## config.mk

```make
export PLATFORM = sky130hd
export DESIGN_NAME = warp_fetch_scheduler_flat
export DESIGN_NICKNAME = d
export VERILOG_FILES = /design/src/rtl/warp_fetch_scheduler_pkg.sv /design/src/rtl/warp_fetch_scheduler_if.sv /design/src/rtl/warp_fetch_scheduler_rr_pick2.sv /design/src/rtl/warp_fetch_scheduler.sv /design/src/flat_wrapper.sv
export SDC_FILE = /design/constraint.sdc
export NUM_CORES = 1
export LEC_CHECK = 0
export CAP_MARGIN = 20
export CORE_ASPECT_RATIO = 1.75
export CORE_UTILIZATION = 55
export DETAILED_ROUTE_END_ITERATION = 12
export GPL_TIMING_DRIVEN = 0
export PLACE_DENSITY = 0.88
export SETUP_SLACK_MARGIN = 0.1
export SLEW_MARGIN = 20
export SYNTH_ARGS = -nofsm -noshare
export SYNTH_HDL_FRONTEND = slang
export SYNTH_SLANG_ARGS = --single-unit
```

## constraint.sdc

```tcl
create_clock -name clk -period 13.41 [get_ports clk]
set_input_delay 1.341 -clock clk [delete_from_list [all_inputs] [get_ports clk]]
set_output_delay 1.341 -clock clk [all_outputs]
set_load 0.01 [all_outputs]
```

## src/rtl/warp_fetch_scheduler_pkg.sv

```systemverilog
// rtl/warp_fetch_scheduler_pkg.sv - shared GPU constants, warp state encoding and warp transition function
package warp_fetch_scheduler_pkg;

  localparam int GPU_NUM_WARPS = 8;
  localparam int GPU_IF_DEPTH  = 2;

  typedef enum logic [1:0] {
    W_IDLE   = 2'd0,
    W_ACTIVE = 2'd1,
    W_BRWAIT = 2'd2,
    W_DONE   = 2'd3
  } warp_state_e;

  // Exit beats BrPend beats BrResolve beats Start; a pend that arrives with its resolve never waits.
  function automatic warp_state_e warp_next(
    input warp_state_e cur,
    input logic        start,
    input logic        brpend,
    input logic        brres,
    input logic        ex
  );
    warp_state_e nxt;
    nxt = cur;
    case (cur)
      W_IDLE:   if (start) nxt = W_ACTIVE;
      W_ACTIVE: begin
        if (ex)                      nxt = W_DONE;
        else if (brpend && !brres)   nxt = W_BRWAIT;
      end
      W_BRWAIT: begin
        if (ex)                      nxt = W_DONE;
        else if (!brpend && brres)   nxt = W_ACTIVE;
      end
      W_DONE:   if (start) nxt = W_ACTIVE;
      default:  nxt = W_IDLE;
    endcase
    return nxt;
  endfunction

endpackage

```

## src/rtl/warp_fetch_scheduler_if.sv

```systemverilog
// rtl/warp_fetch_scheduler_if.sv - fetch scheduler control/grant bundle
interface warp_fetch_scheduler_if
  import warp_fetch_scheduler_pkg::*;
#(
  parameter int NUM_WARPS = GPU_NUM_WARPS
) ();

  logic [NUM_WARPS-1:0] Start_Warps_IF;
  logic                 Stall_IF;
  logic [NUM_WARPS-1:0] IB_Full_IF;
  logic [NUM_WARPS-1:0] BrPend_ID_IF;
  logic [NUM_WARPS-1:0] BrResolve_SIMT_IF;
  logic [NUM_WARPS-1:0] Exit_ID_IF;
  logic [NUM_WARPS-1:0] Grant_IF0;
  logic [NUM_WARPS-1:0] Grant_IF1;
  logic [NUM_WARPS-1:0] Active_IF;
  logic [NUM_WARPS-1:0] Done_IF;

  modport master (
    output Start_Warps_IF, Stall_IF, IB_Full_IF, BrPend_ID_IF, BrResolve_SIMT_IF, Exit_ID_IF,
    input  Grant_IF0, Grant_IF1, Active_IF, Done_IF
  );

  modport slave (
    input  Start_Warps_IF, Stall_IF, IB_Full_IF, BrPend_ID_IF, BrResolve_SIMT_IF, Exit_ID_IF,
    output Grant_IF0, Grant_IF1, Active_IF, Done_IF
  );

endinterface

```

## src/rtl/warp_fetch_scheduler_rr_pick2.sv

```systemverilog
// rtl/warp_fetch_scheduler_rr_pick2.sv - combinational round-robin picker returning up to two one-hot winners
module rr_pick2 #(
  parameter int N  = 8,
  parameter int PW = 3
) (
  input  logic [N-1:0]  i_elig,
  input  logic [PW-1:0] i_ptr,
  output logic [N-1:0]  o_grant0,
  output logic [N-1:0]  o_grant1
);

  logic [PW:0]   w_sum;
  logic [PW-1:0] w_idx;
  logic          w_found0;
  logic          w_found1;

  always_comb begin
    o_grant0 = '0;
    o_grant1 = '0;
    w_found0 = 1'b0;
    w_found1 = 1'b0;
    w_sum    = '0;
    w_idx    = '0;
    for (int k = 0; k < N; k++) begin
      w_sum = {1'b0, i_ptr} + (PW+1)'(k);
      if (w_sum >= (PW+1)'(N)) w_sum = w_sum - (PW+1)'(N);
      w_idx = w_sum[PW-1:0];
      if (i_elig[w_idx]) begin
        if (!w_found0) begin
          o_grant0[w_idx] = 1'b1;
          w_found0        = 1'b1;
        end else if (!w_found1) begin
          o_grant1[w_idx] = 1'b1;
          w_found1        = 1'b1;
        end
      end
    end
  end

endmodule

```

## src/rtl/warp_fetch_scheduler.sv

```systemverilog
// rtl/warp_fetch_scheduler.sv - per-warp lifecycle FSMs and dual-slot round-robin instruction fetch grants
module warp_fetch_scheduler
  import warp_fetch_scheduler_pkg::*;
#(
  parameter int NUM_WARPS = GPU_NUM_WARPS
) (
  input logic                   clk,
  input logic                   rst_n,
  warp_fetch_scheduler_if.slave bus
);

  localparam int PW = (NUM_WARPS > 1) ? $clog2(NUM_WARPS) : 1;

  warp_state_e          r_state     [NUM_WARPS];
  warp_state_e          w_state_nxt [NUM_WARPS];
  logic [NUM_WARPS-1:0] r_inflight  [GPU_IF_DEPTH];
  logic [NUM_WARPS-1:0] r_grant0;
  logic [NUM_WARPS-1:0] r_grant1;
  logic [PW-1:0]        r_rr_ptr;

  logic [NUM_WARPS-1:0] w_busy, w_elig, w_keep, w_active, w_done;
  logic [NUM_WARPS-1:0] w_pick0, w_pick1, w_hold0, w_hold1;
  logic [PW-1:0]        w_last, w_ptr_nxt;
  logic                 w_any;

  always_comb begin
    w_busy   = '0;
    w_elig   = '0;
    w_keep   = '0;
    w_active = '0;
    w_done   = '0;
    for (int d = 0; d < GPU_IF_DEPTH; d++) w_busy = w_busy | r_inflight[d];
    for (int i = 0; i < NUM_WARPS; i++) begin
      w_state_nxt[i] = warp_next(r_state[i], bus.Start_Warps_IF[i], bus.BrPend_ID_IF[i],
                                 bus.BrResolve_SIMT_IF[i], bus.Exit_ID_IF[i]);
      w_elig[i]   = (r_state[i] == W_ACTIVE) && !bus.IB_Full_IF[i] && !w_busy[i];
      w_keep[i]   = (w_state_nxt[i] == W_ACTIVE);
      w_active[i] = (r_state[i] == W_ACTIVE) || (r_state[i] == W_BRWAIT);
      w_done[i]   = (r_state[i] == W_DONE);
    end
  end

  rr_pick2 #(
    .N  (NUM_WARPS),
    .PW (PW)
  ) u_pick (
    .i_elig   (w_elig),
    .i_ptr    (r_rr_ptr),
    .o_grant0 (w_pick0),
    .o_grant1 (w_pick1)
  );

  // Held grants drop warps leaving ACTIVE; slot 1 promotes so slot 0 is never empty alone.
  always_comb begin
    w_hold0 = r_grant0 & w_keep;
    w_hold1 = r_grant1 & w_keep;
    if (w_hold0 == '0) begin
      w_hold0 = w_hold1;
      w_hold1 = '0;
    end
  end

  always_comb begin
    w_last = r_rr_ptr;
    w_any  = 1'b0;
    for (int i = 0; i < NUM_WARPS; i++) begin
      if (w_pick0[i]) begin
        w_last = PW'(i);
        w_any  = 1'b1;
      end
    end
    for (int i = 0; i < NUM_WARPS; i++) begin
      if (w_pick1[i]) w_last = PW'(i);
    end
    if (!w_any)                               w_ptr_nxt = r_rr_ptr;
    else if (w_last == PW'(NUM_WARPS - 1))    w_ptr_nxt = '0;
    else                                      w_ptr_nxt = w_last + PW'(1);
  end

  always_ff @(posedge clk or negedge rst_n) begin
    if (!rst_n) begin
      for (int i = 0; i < NUM_WARPS; i++) r_state[i] <= W_IDLE;
      for (int d = 0; d < GPU_IF_DEPTH; d++) r_inflight[d] <= '0;
      r_grant0 <= '0;
      r_grant1 <= '0;
      r_rr_ptr <= '0;
    end else begin
      for (int i = 0; i < NUM_WARPS; i++) r_state[i] <= w_state_nxt[i];
      if (bus.Stall_IF) begin
        r_grant0 <= w_hold0;
        r_grant1 <= w_hold1;
      end else begin
        r_grant0      <= w_pick0;
        r_grant1      <= w_pick1;
        r_rr_ptr      <= w_ptr_nxt;
        r_inflight[0] <= w_pick0 | w_pick1;
        for (int d = 1; d < GPU_IF_DEPTH; d++) r_inflight[d] <= r_inflight[d-1];
      end
    end
  end

  assign bus.Grant_IF0 = r_grant0;
  assign bus.Grant_IF1 = r_grant1;
  assign bus.Active_IF = w_active;
  assign bus.Done_IF   = w_done;

endmodule
```

## src/flat_wrapper.sv

```systemverilog
// flat-port wrapper written by rule: the top's interface ports become plain ports
module warp_fetch_scheduler_flat import warp_fetch_scheduler_pkg::*;
#(
  parameter int NUM_WARPS = GPU_NUM_WARPS
)
  (clk, rst_n, bus_Start_Warps_IF, bus_Stall_IF, bus_IB_Full_IF, bus_BrPend_ID_IF, bus_BrResolve_SIMT_IF, bus_Exit_ID_IF, bus_Grant_IF0, bus_Grant_IF1, bus_Active_IF, bus_Done_IF);
  warp_fetch_scheduler_if #(.NUM_WARPS(NUM_WARPS)) bus_i ();
  input logic clk;
  input logic rst_n;
  input wire logic [$bits(bus_i.Start_Warps_IF)-1:0] bus_Start_Warps_IF;
  input wire logic [$bits(bus_i.Stall_IF)-1:0] bus_Stall_IF;
  input wire logic [$bits(bus_i.IB_Full_IF)-1:0] bus_IB_Full_IF;
  input wire logic [$bits(bus_i.BrPend_ID_IF)-1:0] bus_BrPend_ID_IF;
  input wire logic [$bits(bus_i.BrResolve_SIMT_IF)-1:0] bus_BrResolve_SIMT_IF;
  input wire logic [$bits(bus_i.Exit_ID_IF)-1:0] bus_Exit_ID_IF;
  output wire logic [$bits(bus_i.Grant_IF0)-1:0] bus_Grant_IF0;
  output wire logic [$bits(bus_i.Grant_IF1)-1:0] bus_Grant_IF1;
  output wire logic [$bits(bus_i.Active_IF)-1:0] bus_Active_IF;
  output wire logic [$bits(bus_i.Done_IF)-1:0] bus_Done_IF;
  assign bus_i.Start_Warps_IF = bus_Start_Warps_IF;
  assign bus_i.Stall_IF = bus_Stall_IF;
  assign bus_i.IB_Full_IF = bus_IB_Full_IF;
  assign bus_i.BrPend_ID_IF = bus_BrPend_ID_IF;
  assign bus_i.BrResolve_SIMT_IF = bus_BrResolve_SIMT_IF;
  assign bus_i.Exit_ID_IF = bus_Exit_ID_IF;
  assign bus_Grant_IF0 = bus_i.Grant_IF0;
  assign bus_Grant_IF1 = bus_i.Grant_IF1;
  assign bus_Active_IF = bus_i.Active_IF;
  assign bus_Done_IF = bus_i.Done_IF;
  warp_fetch_scheduler #(.NUM_WARPS(NUM_WARPS)) u_core (.clk(clk), .rst_n(rst_n), .bus(bus_i));
endmodule
```

Yosys cells after proc, flatten, opt, wreduce, memory -nomap -nowiden:

Index checks and enable logic that the tools add are counted.
W data, S select, Z words.

* register bits after elaboration: 51
* input bits: 43
* output and inout bits: 32

* add/subtract/negate cells: 16
* magnitude comparators: 24
* equal/unequal tests: 33
* multiplexer cells: 171
* bitwise gates (word level): 18
* reductions and logical operators: 98

Operators with widths (count)
* $mux W8: 39
* $or A8 B8 Y8: 15
* $mux W2: 40
* $mux W3: 25
* $pmux W2 S3: 8
* $mux W1: 43
* $logic_and A1 B1 Y1: 40
* $eq A2 B1 Y1 const B: 16
* $eq A2 B2 Y1 const B: 16
* $logic_not A1 Y1: 32
* $lt A3 B4 Y1 const B: 8
* $ge A4 B4 Y1 const B: 7
* $bmux W1 S3: 8
* $demux W1 S3: 8
* $ge A3 B1 Y1 const B: 8
* $sub A3 B1 Y3 const B: 8
* $add A3 B3 Y4 const B: 4
* $and A8 B8 Y8: 2
* $logic_not A2 Y1: 8
* $reduce_or A2 Y1: 8
* $add A3 B2 Y4 const B: 2
* $logic_not A8 Y1: 1
* $logic_or A1 B1 Y1: 8
* $add A3 B1 Y4 const B: 1
* other kinds (5): 5

Longest topological paths before layout:

Gate-level depths: netlist (run 1).

* word-level depth: 46
* mapped depth: 22

Cells and area by module:

Synthesis (run 1) repeated with hierarchy kept, for this count alone.

* cells, all modules: 638
* area total of the unflattened synthesis: 5247.5 µm²

By module, submodules not included
* warp_fetch_scheduler: times used 1, cells each 367, area each 3283.1 µm², seq. area each 1276.2 µm²
* rr_pick2: times used 1, cells each 271, area each 1964.4 µm², seq. area each 0.0 µm²

Worst setup path after synthesis (run 1):

No wires, ideal clock.

* path kind: in2reg
* start point: input bus_IB_Full_IF[1]
* end point: register u_core.r_rr_ptr[2]
* data arrival time: 4558 ps
* path slack: 8720 ps
* cell stages on the path: 15
* buffers on the path: 0
* cell sequence: or4b_4 > mux2i_1 > mux4_2 > a21oi_2 > o311a_4 > o21bai_2 > a21oi_4 > a221oi_1 > nand2_1 > o21bai_1 > a21o_1 > ha_1 > ha_1 > nand2_1 > o21ai_1

* cells in the longest elaborated chain, start to end: 45
* elaborated cells on any way between the ends: 114

Ends and longest elaborated chain
* start, declared: line flat_wrapper.sv:12 `input wire logic [$bits(bus_i.IB_Full_IF)-1:0] bus_IB_Full_IF;`
* $logic_not A1 Y1 (*): line warp_fetch_scheduler.sv:36 `w_elig[i] = (r_state[i] == W_ACTIVE) && !bus.IB_Full_IF[i] && !w_busy[i];`
* $logic_and A1 B1 Y1 (*) (2 in series): line warp_fetch_scheduler.sv:36
* $bmux W1 S3: line warp_fetch_scheduler_rr_pick2.sv:28 `if (i_elig[w_idx]) begin`
* $mux W1 (implied by the code): line warp_fetch_scheduler_rr_pick2.sv:28
* $mux W8: line warp_fetch_scheduler_rr_pick2.sv:28
* $or A8 B8 Y8 (no source line)
* $mux W8: line warp_fetch_scheduler_rr_pick2.sv:29 `if (!w_found0) begin`
* $mux W8: line warp_fetch_scheduler_rr_pick2.sv:28
* [... 14 more ...]
* $mux W8: line warp_fetch_scheduler_rr_pick2.sv:28
* $or A8 B8 Y8 (no source line)
* $mux W8: line warp_fetch_scheduler_rr_pick2.sv:29
* $mux W8: line warp_fetch_scheduler_rr_pick2.sv:28
* $mux W3 (8 in series): line warp_fetch_scheduler.sv:67 `if (w_pick0[i]) begin`
* $mux W3 (8 in series): line warp_fetch_scheduler.sv:73 `if (w_pick1[i]) w_last = PW'(i);`
* $add A3 B1 Y3 or $eq A3 B3 Y1 (tied branches): line warp_fetch_scheduler.sv:77, warp_fetch_scheduler.sv:76
* $mux W3: line warp_fetch_scheduler.sv:76 `else if (w_last == PW'(NUM_WARPS - 1)) w_ptr_nxt = '0;`
* end signal, assigned: line warp_fetch_scheduler.sv:95 `r_rr_ptr <= w_ptr_nxt;`
* end, declared: line warp_fetch_scheduler.sv:19 `logic [PW-1:0] r_rr_ptr;`

Every way passes the cells marked *; elsewhere a longest branch is shown, timed or not. The select of a mux whose other input is x is not followed.
A chain may end at the register's enable or synchronous reset.

Worst setup path in the final report (run 1):

* start point: input bus_IB_Full_IF[1]
* end point: register u_core.r_rr_ptr[0]

Same word-level chain as after synthesis.

==> results of run 1 <==
final timing paths:
kind,slack [ns],from,cells after the start,endpoint
max,6.81,bus_IB_Full_IF[1],17,u_core.r_rr_ptr[0]$_DFFE_PN0P_
min,0.58,u_core.r_inflight[0]$_DFFE_PN0N_,1,u_core.r_inflight[0]$_DFFE_PN0N_
max reg2reg,7.39,u_core.r_rr_ptr[0]$_DFFE_PN0P_,21,u_core.r_rr_ptr[0]$_DFFE_PN0P_
min reg2reg,0.58,u_core.r_inflight[0]$_DFFE_PN0N_,1,u_core.r_inflight[0]$_DFFE_PN0N_
max in group asynchronous,11.86,rst_n,2,u_core.bus.Grant_IF0[0]$_DFF_PN0_
min in group asynchronous,1.00,rst_n,1,u_core.r_state[13]$_DFF_PN0_
power by group:
group	leakage (nW)	switching, mW	internal, mW
logic	2.16	1.02	0.611
clock network	0.0838	0.0587	0.0881
registers	0.632	0.0916	0.222
total	2.88	1.17	0.921
metrics by stage:
step | cell area (µm²) | cells | setup WS (ns)
finish | 7060 | 930 | 6.81
global route | 7060 | 930 | 6.67
CTS | 7060 | 930 | 7.02
detailed placement | 6890 | 922 | 6.75
global placement | 6880 | 921 | 6.80
floorplan | 5970 | 717 | 8.72
cells by family after synthesis:
| kind of cell | share of synthesized area [%] |
|---|---|
| buffers and inverters | 6.58 |
| AOI/OAI and AO/OA | 27.0 |
| DFF | 21.4 |
| muxes | 10.5 |
| xor gates and xnor gates | 1.17 |
| adders and majority gates | 8.38 |
| and+or+nand+nor | 25.0 |
flip-flops by register name, summed over array words and instances (netlist names):
name                  count
u_core.bus.Grant_IF0      8
u_core.r_rr_ptr           3
u_core.r_inflight        16
u_core.r_state           16
u_core.bus.Grant_IF1      8
worst max-delay path, stage by stage:
cell and delay, ns:
clkdlybuf4s50_1 0.46, nor4b_2 0.68, mux2i_1 0.29, mux4_2 0.59, nand3_2 0.16, buf_2 0.29
a211oi_1 0.09, nor3_1 0.58, nor2_1 0.25, a221oi_1 0.85, nand2_1 0.16, o21bai_1 0.21
a21o_1 0.18, ha_1 0.19, ha_1 0.17, nand2b_1 0.13, o22ai_1 0.18
synthesized netlist by cell type (3+ instances only):
cell      count  area share, %
a211o_1       4           0.59
a211oi_1     10            1.3
a21o_1        4           0.50
a21oi_1      51            4.3
a221oi_1      5           0.73
a22oi_1       4           0.50
a311oi_1      3           0.44
a31oi_1       9           0.94
a32oi_1       4           0.59
and2_1        6           0.63
and3_1        6           0.63
buf_2        13            1.1
buf_4         4           0.50
buf_6         3           0.57
clkbuf_1     13           0.82
dfrtp_1      51             21
ha_1         40            8.4
inv_1        48            3.0
mux2_2       13            2.5
mux2i_1      19            3.2
mux4_2       11            4.1
nand2_1      65            4.1
nand2b_1     11            1.2
nand3_1      23            1.9
nand4_1      12            1.3
nor2_1       61            3.8
nor2b_1      25            2.6
nor3_1       15            1.3
nor4_1        5           0.52
nor4b_2       4            1.0
nor4b_4       5            2.0
o211ai_1      9            1.1
o21a_1        7           0.88
o21ai_0      40            3.4
o21ai_1       3           0.25
o221ai_1      9            1.3
o22ai_1      16            1.7
o31a_1        3           0.44
o31ai_1       6           0.75
o32ai_1       4           0.59
or4b_4        4           0.92
xnor2_1       5           0.73
xor2_1        3           0.44
final cells by class:
cell class / instances / share of cell area (%)
clock inverters: 3 / 0.620
inverters: 50 / 2.66
well taps: 130 / 2.30
flip-flops and latches: 51 / 18.1
repair buffers: 75 / 10.7
plain buffers: 36 / 2.91
multi-input cells: 580 / 61.0
clock buffers: 5 / 1.77
per-layer routing:
metal  vias to the layer above  wire, µm  part of all wire (%)
li1                       2855         -                     -
met1                      3171      7730                    32
met2                       414     12500                    51
met3                       164      1520                   6.2
met4                         0      2690                    11
met5                         -         0                     0
==> flow_summary_export.csv, run 1 <==
group,metric,value,unit
status,status,"complete, no violations",
worst_setup_path,worstSetupPathType,"input pin to flop",
floorplanning,initial_core_util,56.2,%
synthesis,synth-main-ff-cell,"dfrtp_1",
synthesis,yosys_warnings,0,
worst_setup_path,arrival,6.80,ns
finish,fin_nets,882,
floorplanning,ioPinCount,75,
sta,finalHoldViolCount,0,
cts,post_cts_buffers,0,
sta,tightestPinTransition,1.07,ns
detailed_routing,vias,6604,
worst_setup_path,startpoint_type,"input pin",
detailed_routing,wire_per_inst,26.3,µm
placement,gp_congestion,1.11,
sta,finalClockSkew,0.0103,ns
cts,clk_latency,0.30,ns
detailed_routing,postRouteAntennaNets,0,
sta,finalSetupViolCount,0,
cts,clock_sinks,51,
finish,antenna_cells,0,
finish,final_cell_mix,"clkdlybuf4s50_1, nand2_1, nor2_1, a21oi_1, dfrtp_1",
finish,fillers,845,
cts,cts_tree,"built",
global_route,use_met1,41.2,%
floorplanning,placementRows,50,
global_route,grt_max_degree,33,
cts,cts.path.max_buffers,2,
global_route,overflow,0,
cts,cts_made_buffers,5,
finish,multi_input_area,4310,µm²
sta,timing.final.crit_share,49.2,%
worst_hold_path,hp-class,"flop to flop",
worst_setup_path,cp.required,13.61,ns
floorplanning,fp.dieW,80.8,µm
sta,fin_setup_tns,0,ns
floorplanning,coreArea,10600,µm²
pwr,power,2.09,mW
synthesis,synth-async-reset-ratio,100,%
placement,hpwlAfterDp,19100,µm
sta,rsz0062_at_grt,"false",
sta,period_minus_slack,6.60,ns
synthesis,synth_seq_cells,51,
synthesis,synth_cells,717,
finish,layout_commonest_cell,"clkdlybuf4s50_1",
worst_setup_path,crit_fanout,10,
finish,utilization,66.4,%
detailed_routing,vias_per_cell,7.10,
sta,hold_ws,0.580,ns
cts,clk_pin_slew,0.07,ns
cts,post_cts_resize_count,0,
finish,synthToLayoutAreaGrowth,18.2,%
placement,port_buffers,74,
detailed_routing,wirelength,24500,µm
global_route,antenna_found_initial,0,
flow_run,max-cap-violations,0,
global_route,grt_util_met2,78.3,%
pwr,worst_ir_drop_vdd,0.281,mV
floorplanning,die_area,11300,µm²
cts,cts-root-buf,"clkbuf_16",
detailed_routing,drtIter0Drc,646,
finish,regArea,1280,µm²
worst_setup_path,crit_path_end_kind,"flop",
global_route,grt.total_usage,44.7,%
synthesis,synth_nets,800,
finish,drive_gt1_share,12.4,%
cts,cts-htree-levels,2,
detailed_routing,firstDrtPassIters,8,
global_route,grt_pass1_wl,37100,µm
synthesis,ys_types,93,
pwr,p_leak,2.88,nW
synthesis,syn_area_per_cell,8.33,µm²
synthesis,synthesis.area,5970,µm²
synthesis,ys_seq_area_share,21.4,%
floorplanning,die_h,140,µm
detailed_routing,post-route-drc-count,0,
sta,slew_headroom,28.3,%
synthesis,synth_edf_count,0,
sta,timing.fmax,151,MHz
global_route,grt_pass1_vias,6852,
pwr,p_per_area,296,nW/µm²
global_route,grt.busiest_layer,"met2",
cts,hold_buffers,0,
sta,slew_violations,0,
global_route,grt_util_met3,8.66,%
No activity file was read; power rests on OpenSTA's default activity.
==> run 2, diff against run 1 <==
==> constraint.sdc (replaced) <==
create_clock -name clk -period 6.3 [get_ports clk]
set_input_delay 0.63 -clock clk [delete_from_list [all_inputs] [get_ports clk]]
set_output_delay 0.63 -clock clk [all_outputs]
set_load 0.01 [all_outputs]
==> run 2 against run 1 <==
- die area is the same
- setup slack lost 6.4 ns
- clock power grew 110%
- count of clock-buffer cells in the layout is the same
- via count grew 0.44%
- sequential power grew 110%
- clock skew grew 0.0016 ns
- wire length shrank 0.32%
- final cell count is the same
- combinational power grew 110%
- first-iteration DRC count grew 10%
- largest power group unchanged
- highest routed layer unchanged
==> flow_summary_export.csv, run 2 (synthesis results as in run 1) <==
group,metric,value,unit
detailed_routing,vias_per_cell,7.13,
finish,fin_nets,882,
cts,clk_latency,0.30,ns
worst_setup_path,worstSetupPathType,"flop to flop",
finish,layout_commonest_cell,"clkdlybuf4s50_1",
floorplanning,die_area,11300,µm²
detailed_routing,postRouteAntennaNets,0,
sta,slew_violations,0,
floorplanning,die_h,140,µm
sta,slew_headroom,28.3,%
cts,clk_pin_slew,0.07,ns
worst_setup_path,rr_endpoint,"u_core.r_rr_ptr[0]$_DFFE_PN0P_",
cts,cts_made_buffers,5,
floorplanning,initial_core_util,56.2,%
worst_setup_path,rrSetupSlack,0.42,ns
worst_setup_path,r2r_cells,20,
detailed_routing,drtIter0Drc,712,
worst_setup_path,crit_path_end_kind,"flop",
finish,final_cell_mix,"clkdlybuf4s50_1, nand2_1, nor2_1, a21oi_1, dfrtp_1",
sta,finalSetupViolCount,0,
global_route,antenna_found_initial,0,
cts,clock_sinks,51,
detailed_routing,post-route-drc-count,0,
sta,finalHoldViolCount,0,
cts,cts-root-buf,"clkbuf_16",
pwr,p_leak,2.88,nW
sta,fin_ws,0.425,ns
worst_hold_path,hp-class,"input pin to asynchronous set/reset pin",
sta,rsz0062_at_grt,"false",
detailed_routing,vias,6633,
placement,pre_cts_ws,0.351,ns
placement,gp_congestion,1.11,
floorplanning,ioPinCount,75,
pwr,power,4.45,mW
finish,drive_gt1_share,12.5,%
worst_setup_path,crit_fanout,10,
sta,fin_setup_tns,0,ns
cts,cts-htree-levels,2,
sta,tightestPinTransition,1.07,ns
detailed_routing,wirelength,24400,µm
worst_setup_path,cp.required,6.50,ns
worst_setup_path,startpoint_type,"flop",
finish,antenna_cells,0,
global_route,grt_pass1_vias,6819,
sta,period_minus_slack,5.88,ns
finish,synthToLayoutAreaGrowth,18.3,%
floorplanning,coreArea,10600,µm²
flow_run,max-cap-violations,0,
placement,hpwlAfterDp,19100,µm
worst_setup_path,arrival,6.07,ns
floorplanning,placementRows,50,
cts,post_cts_buffers,0,
sta,finalClockSkew,0.0119,ns
detailed_routing,firstDrtPassIters,7,
cts,cts.path.max_buffers,2,
pwr,worst_ir_drop_vdd,0.598,mV
cts,cts_tree,"built",
sta,timing.final.crit_share,93.3,%
worst_setup_path,rr_startpoint,"u_core.r_rr_ptr[0]$_DFFE_PN0P_",
global_route,grt.total_usage,44.8,%
global_route,overflow,0,
floorplanning,fp.dieW,80.8,µm
finish,top_regs,"u_core.r_inflight: 16 flops, u_core.r_state: 16 flops",
global_route,grt_pass1_wl,37200,µm
sta,timing.fmax,170,MHz
detailed_routing,wire_per_inst,26.2,µm
placement,port_buffers,74,
status,status,"complete, no violations",
pwr,p_per_area,630,nW/µm²
global_route,grt_max_degree,33,
==> run 2: cell counts in the layout (fill, tap and decap cells not counted) <==
Identical to the previous run, type by type.
==> run 2: what timing repair did <==
item	in CTS	in global routing
resized for setup	0	1
hold buffers	0	0
setup endpoints to repair	0	2
==> run 2: cell type report <==
class	count	area, µm²
buffer	36	205
tap	130	163
sequential	51	1280
clock inverter	3	43.8
timing repair buffer	75	756
fill	843	3570
multi-input combinational	580	4310
inverter	50	188
clock buffer	5	125
==> run 2: worst max-delay path by stage <==
| stage | end | from | depth (start not counted) | slack [ns] |
|---|---|---|---|---|
| 2_1_floorplan | u_core.r_rr_ptr[2]$_DFFE_PN0P_ | u_core.r_rr_ptr[0]$_DFFE_PN0P_ | 20 | 2.07 |
| 3_3_place_gp | u_core.r_rr_ptr[0]$_DFFE_PN0P_ | bus_IB_Full_IF[1] | 17 | 0.40 |
| 3_5_place_dp | u_core.r_rr_ptr[0]$_DFFE_PN0P_ | bus_IB_Full_IF[1] | 17 | 0.35 |
| 4_1_cts | u_core.r_rr_ptr[0]$_DFFE_PN0P_ | u_core.r_rr_ptr[0]$_DFFE_PN0P_ | 21 | 0.56 |
| 5_1_grt | u_core.r_rr_ptr[0]$_DFFE_PN0P_ | u_core.r_rr_ptr[0]$_DFFE_PN0P_ | 20 | 0.13 |
| 6_report | u_core.r_rr_ptr[0]$_DFFE_PN0P_ | u_core.r_rr_ptr[0]$_DFFE_PN0P_ | 20 | 0.42 |
==> run 2: power breakdown <==
part           leakage [nW]  switching (mW)  total (mW)  internal (mW)
clock                0.0838           0.124       0.312          0.188
combinational          2.17            2.17        3.47           1.30
sequential            0.632           0.196       0.668          0.472
==> run 2: metrics by stage <==
step	utilization (%)	hold WS, ns	cells	area [µm²]
CTS	66.4	0.297	930	7060
floorplan	-	0.334	717	5970
global route	66.5	0.320	930	7070
finish	66.5	0.289	930	7070
detailed placement	64.8	0.550	922	6890
global placement	64.7	0.535	921	6880
==> run 2: critical path, stage by stage, from the launching register on <==
cell and delay [ns]:
dfrtp_1 0.38, buf_4 0.17, inv_2 0.09, buf_4 0.19
ha_1 0.25, buf_2 0.19, or2_1 0.24, buf_2 0.21
o22ai_1 0.52, o21ai_1 0.30, nand2_1 0.39, a211oi_1 0.08
nor3_1 0.61, nor2_1 0.27, a221oi_1 0.77, and3_1 0.28
a31oi_2 0.11, ha_1 0.23, ha_1 0.17, nand2b_1 0.13
o22ai_1 0.17
==> run 2: per-layer routing <==
layer	share of wire, %	track usage (%)
met1	31	41.4
met2	51	78.0
met4	12	42.9
met5	0	0
met3	6.6	8.72
==> run 3, diff against run 2 <==
--- a/config.mk
+++ b/config.mk
@@ -12,7 +12,6 @@
 export GPL_TIMING_DRIVEN = 0
 export PLACE_DENSITY = 0.88
 export SETUP_SLACK_MARGIN = 0.1
-export SLEW_MARGIN = 20
 export SYNTH_ARGS = -nofsm -noshare
 export SYNTH_HDL_FRONTEND = slang
 export SYNTH_SLANG_ARGS = --single-unit
==> run 3 against run 2 <==
- wire length up 3.4%
- flip-flop and latch count is the same
- sequential share of layout area barely moved
- hold slack lost 0.10 ns
- cell area hardly changed
- count of clock-buffer cells in the layout grew 1
- critical path type unchanged
==> flow_summary_export.csv, run 3 (synthesis results as in run 1) <==
group,metric,value,unit
sta,slew_headroom,29.1,%
placement,post_dp_cell_area,6890,µm²
finish,multi_input_area,4310,µm²
placement,port_buffers,74,
cts,cts_made_buffers,5,
finish,top_regs,"u_core.r_inflight: 16 flops, u_core.r_state: 16 flops",
worst_setup_path,crit_fanout,10,
sta,timing.fmax,166,MHz
placement,pre_cts_ws,0.340,ns
global_route,grt_pass1_vias,6798,
global_route,antenna_found_initial,0,
flow_run,max-cap-violations,0,
pwr,switching_power,2.52,mW
detailed_routing,wirelength,25200,µm
sta,finalSetupViolCount,0,
cts,hold_buffers,0,
cts,cts-htree-levels,2,
floorplanning,fp.dieW,80.8,µm
worst_setup_path,startpoint_type,"flop",
finish,fin_nets,882,
sta,slew_violations,0,
sta,tightestPinTransition,1.06,ns
cts,cts-root-buf,"clkbuf_16",
floorplanning,die_h,140,µm
cts,clk_pin_slew,0.07,ns
finish,fillers,821,
pwr,p_per_area,635,nW/µm²
cts,cts_tree,"built",
global_route,grt.total_usage,46.0,%
detailed_routing,drtIter0Drc,522,
finish,final_cell_area,7070,µm²
cts,clock_sinks,51,
status,status,"complete, no violations",
floorplanning,initial_core_util,56.2,%
finish,antenna_cells,0,
cts,post_cts_buffers,0,
worst_setup_path,rr_startpoint,"u_core.r_rr_ptr[0]$_DFFE_PN0P_",
placement,hpwlAfterDp,19100,µm
cts,post_cts_resize_count,0,
finish,regArea,1280,µm²
pwr,p_leak,2.88,nW
pwr,power,4.49,mW
placement,place_inst,922,
worst_setup_path,crit_path_end_kind,"flop",
detailed_routing,vias_per_cell,7.18,
sta,timing.final.crit_share,95.5,%
global_route,grt_util_met2,79.9,%
pwr,p_int,1.97,mW
detailed_routing,firstDrtPassIters,5,
placement,gp_congestion,1.11,
finish,drive_gt1_share,12.5,%
floorplanning,placementRows,50,
global_route,grt_util_met3,10.6,%
global_route,use_met1,41.0,%
finish,layout_commonest_cell,"clkdlybuf4s50_1",
floorplanning,ioPinCount,75,
detailed_routing,postRouteAntennaNets,0,
global_route,grt_pass1_wl,37700,µm
global_route,grt_max_degree,44,
worst_setup_path,arrival,6.21,ns
pwr,p_seq_share,15.1,%
sta,rsz0062_at_grt,"false",
worst_setup_path,cp.required,6.49,ns
pwr,pwr-share-comb,77.7,%
worst_hold_path,hp-class,"input pin to asynchronous set/reset pin",
floorplanning,coreArea,10600,µm²
cts,clk_latency,0.30,ns
detailed_routing,vias,6682,
global_route,grt.busiest_layer,"met2",
cts,cts.path.max_buffers,2,
pwr,p_clk_share,7.2,%
floorplanning,die_area,11300,µm²
finish,finalNonFillerCells,930,
finish,final_cell_mix,"clkdlybuf4s50_1, nand2_1, nor2_1, a21oi_1, dfrtp_1",
finish,synthToLayoutAreaGrowth,18.4,%
global_route,overflow,0,
sta,finalClockSkew,0.0112,ns
detailed_routing,wire_per_inst,27.1,µm
worst_setup_path,cp-startpoint,"u_core.r_rr_ptr[0]$_DFFE_PN0P_",
sta,fin_setup_tns,0,ns
pwr,worst_ir_drop_vdd,0.600,mV
sta,finalHoldViolCount,0,
pwr,p_sw_share,56.1,%
sta,period_minus_slack,6.02,ns
detailed_routing,post-route-drc-count,0,
sta,fin_ws,0.283,ns
worst_setup_path,worstSetupPathType,"flop to flop",
## run 3: cell types whose count changed in the layout (fill, tap and decap cells not counted), sizes merged
cell / before / now
clkbuf: 18 / 19
clkinv: 2 / 1
## run 3: power by group through the flow
stage               logic [mW]  clock network, mW  registers (mW)
CTS                       3.37              0.320           0.665
global route              3.70              0.334           0.690
floorplan                 2.25                  0           0.619
global placement          3.20                  0           0.637
detailed placement        3.30                  0           0.660
finish                    3.49              0.323           0.679
## run 3: per-stage QoR
step / hold slack (ns) / utilization, %
floorplan: 0.334 / -
global placement: 0.535 / 64.7
detailed placement: 0.506 / 64.8
CTS: 0.193 / 66.4
global route: 0.197 / 66.5
finish: 0.187 / 66.5
## run 3: cell type report
class	count	area share [%]
repair buffers	75	10.7
plain buffers	36	2.90
clock inverters	2	0.495
flip-flops and latches	51	18.0
inverters	50	2.65
multi-input cells	580	61.0
clock buffers	6	1.96
well taps	130	2.30
## run 3: worst max-delay path, stage by stage, from the launching register on
cell and delay [ns]:
dfrtp_1 0.38, buf_4 0.18, inv_2 0.09, buf_4 0.20, ha_1 0.25, buf_2 0.19, or2_1 0.24, buf_2 0.21
o22ai_1 0.57, o21ai_1 0.31, nand2_1 0.38, a211oi_1 0.08, nor3_1 0.58, nor2_1 0.27, a221oi_1 0.79, and3_1 0.28
a31oi_2 0.11, ha_1 0.23, ha_1 0.18, nand2b_1 0.15, o22ai_1 0.23
## run 3: per-layer routing
| metal | up-vias | wire (µm) |
|---|---|---|
| li1 | 2846 | - |
| met1 | 3237 | 7690 |
| met2 | 416 | 12800 |
| met3 | 183 | 1800 |
| met4 | 0 | 2900 |
| met5 | - | 0 |
## run 3: path summary, 6_finish.rpt
| path | endpoint | slack (ns) | cells past startpoint |
|---|---|---|---|
| worst max-delay path | u_core.r_rr_ptr[0]$_DFFE_PN0P_ | 0.28 | 20 |
| worst min-delay path | u_core.r_state[12]$_DFF_PN0_ | 0.19 | 1 |
| worst max register to register | u_core.r_rr_ptr[0]$_DFFE_PN0P_ | 0.28 | 20 |
| worst min register to register | u_core.r_inflight[2]$_DFFE_PN0N_ | 0.59 | 1 |
| max in group asynchronous | u_core.bus.Grant_IF1[0]$_DFF_PN0_ | 5.59 | 2 |
| min in group clk | u_core.r_inflight[2]$_DFFE_PN0N_ | 0.59 | 1 |
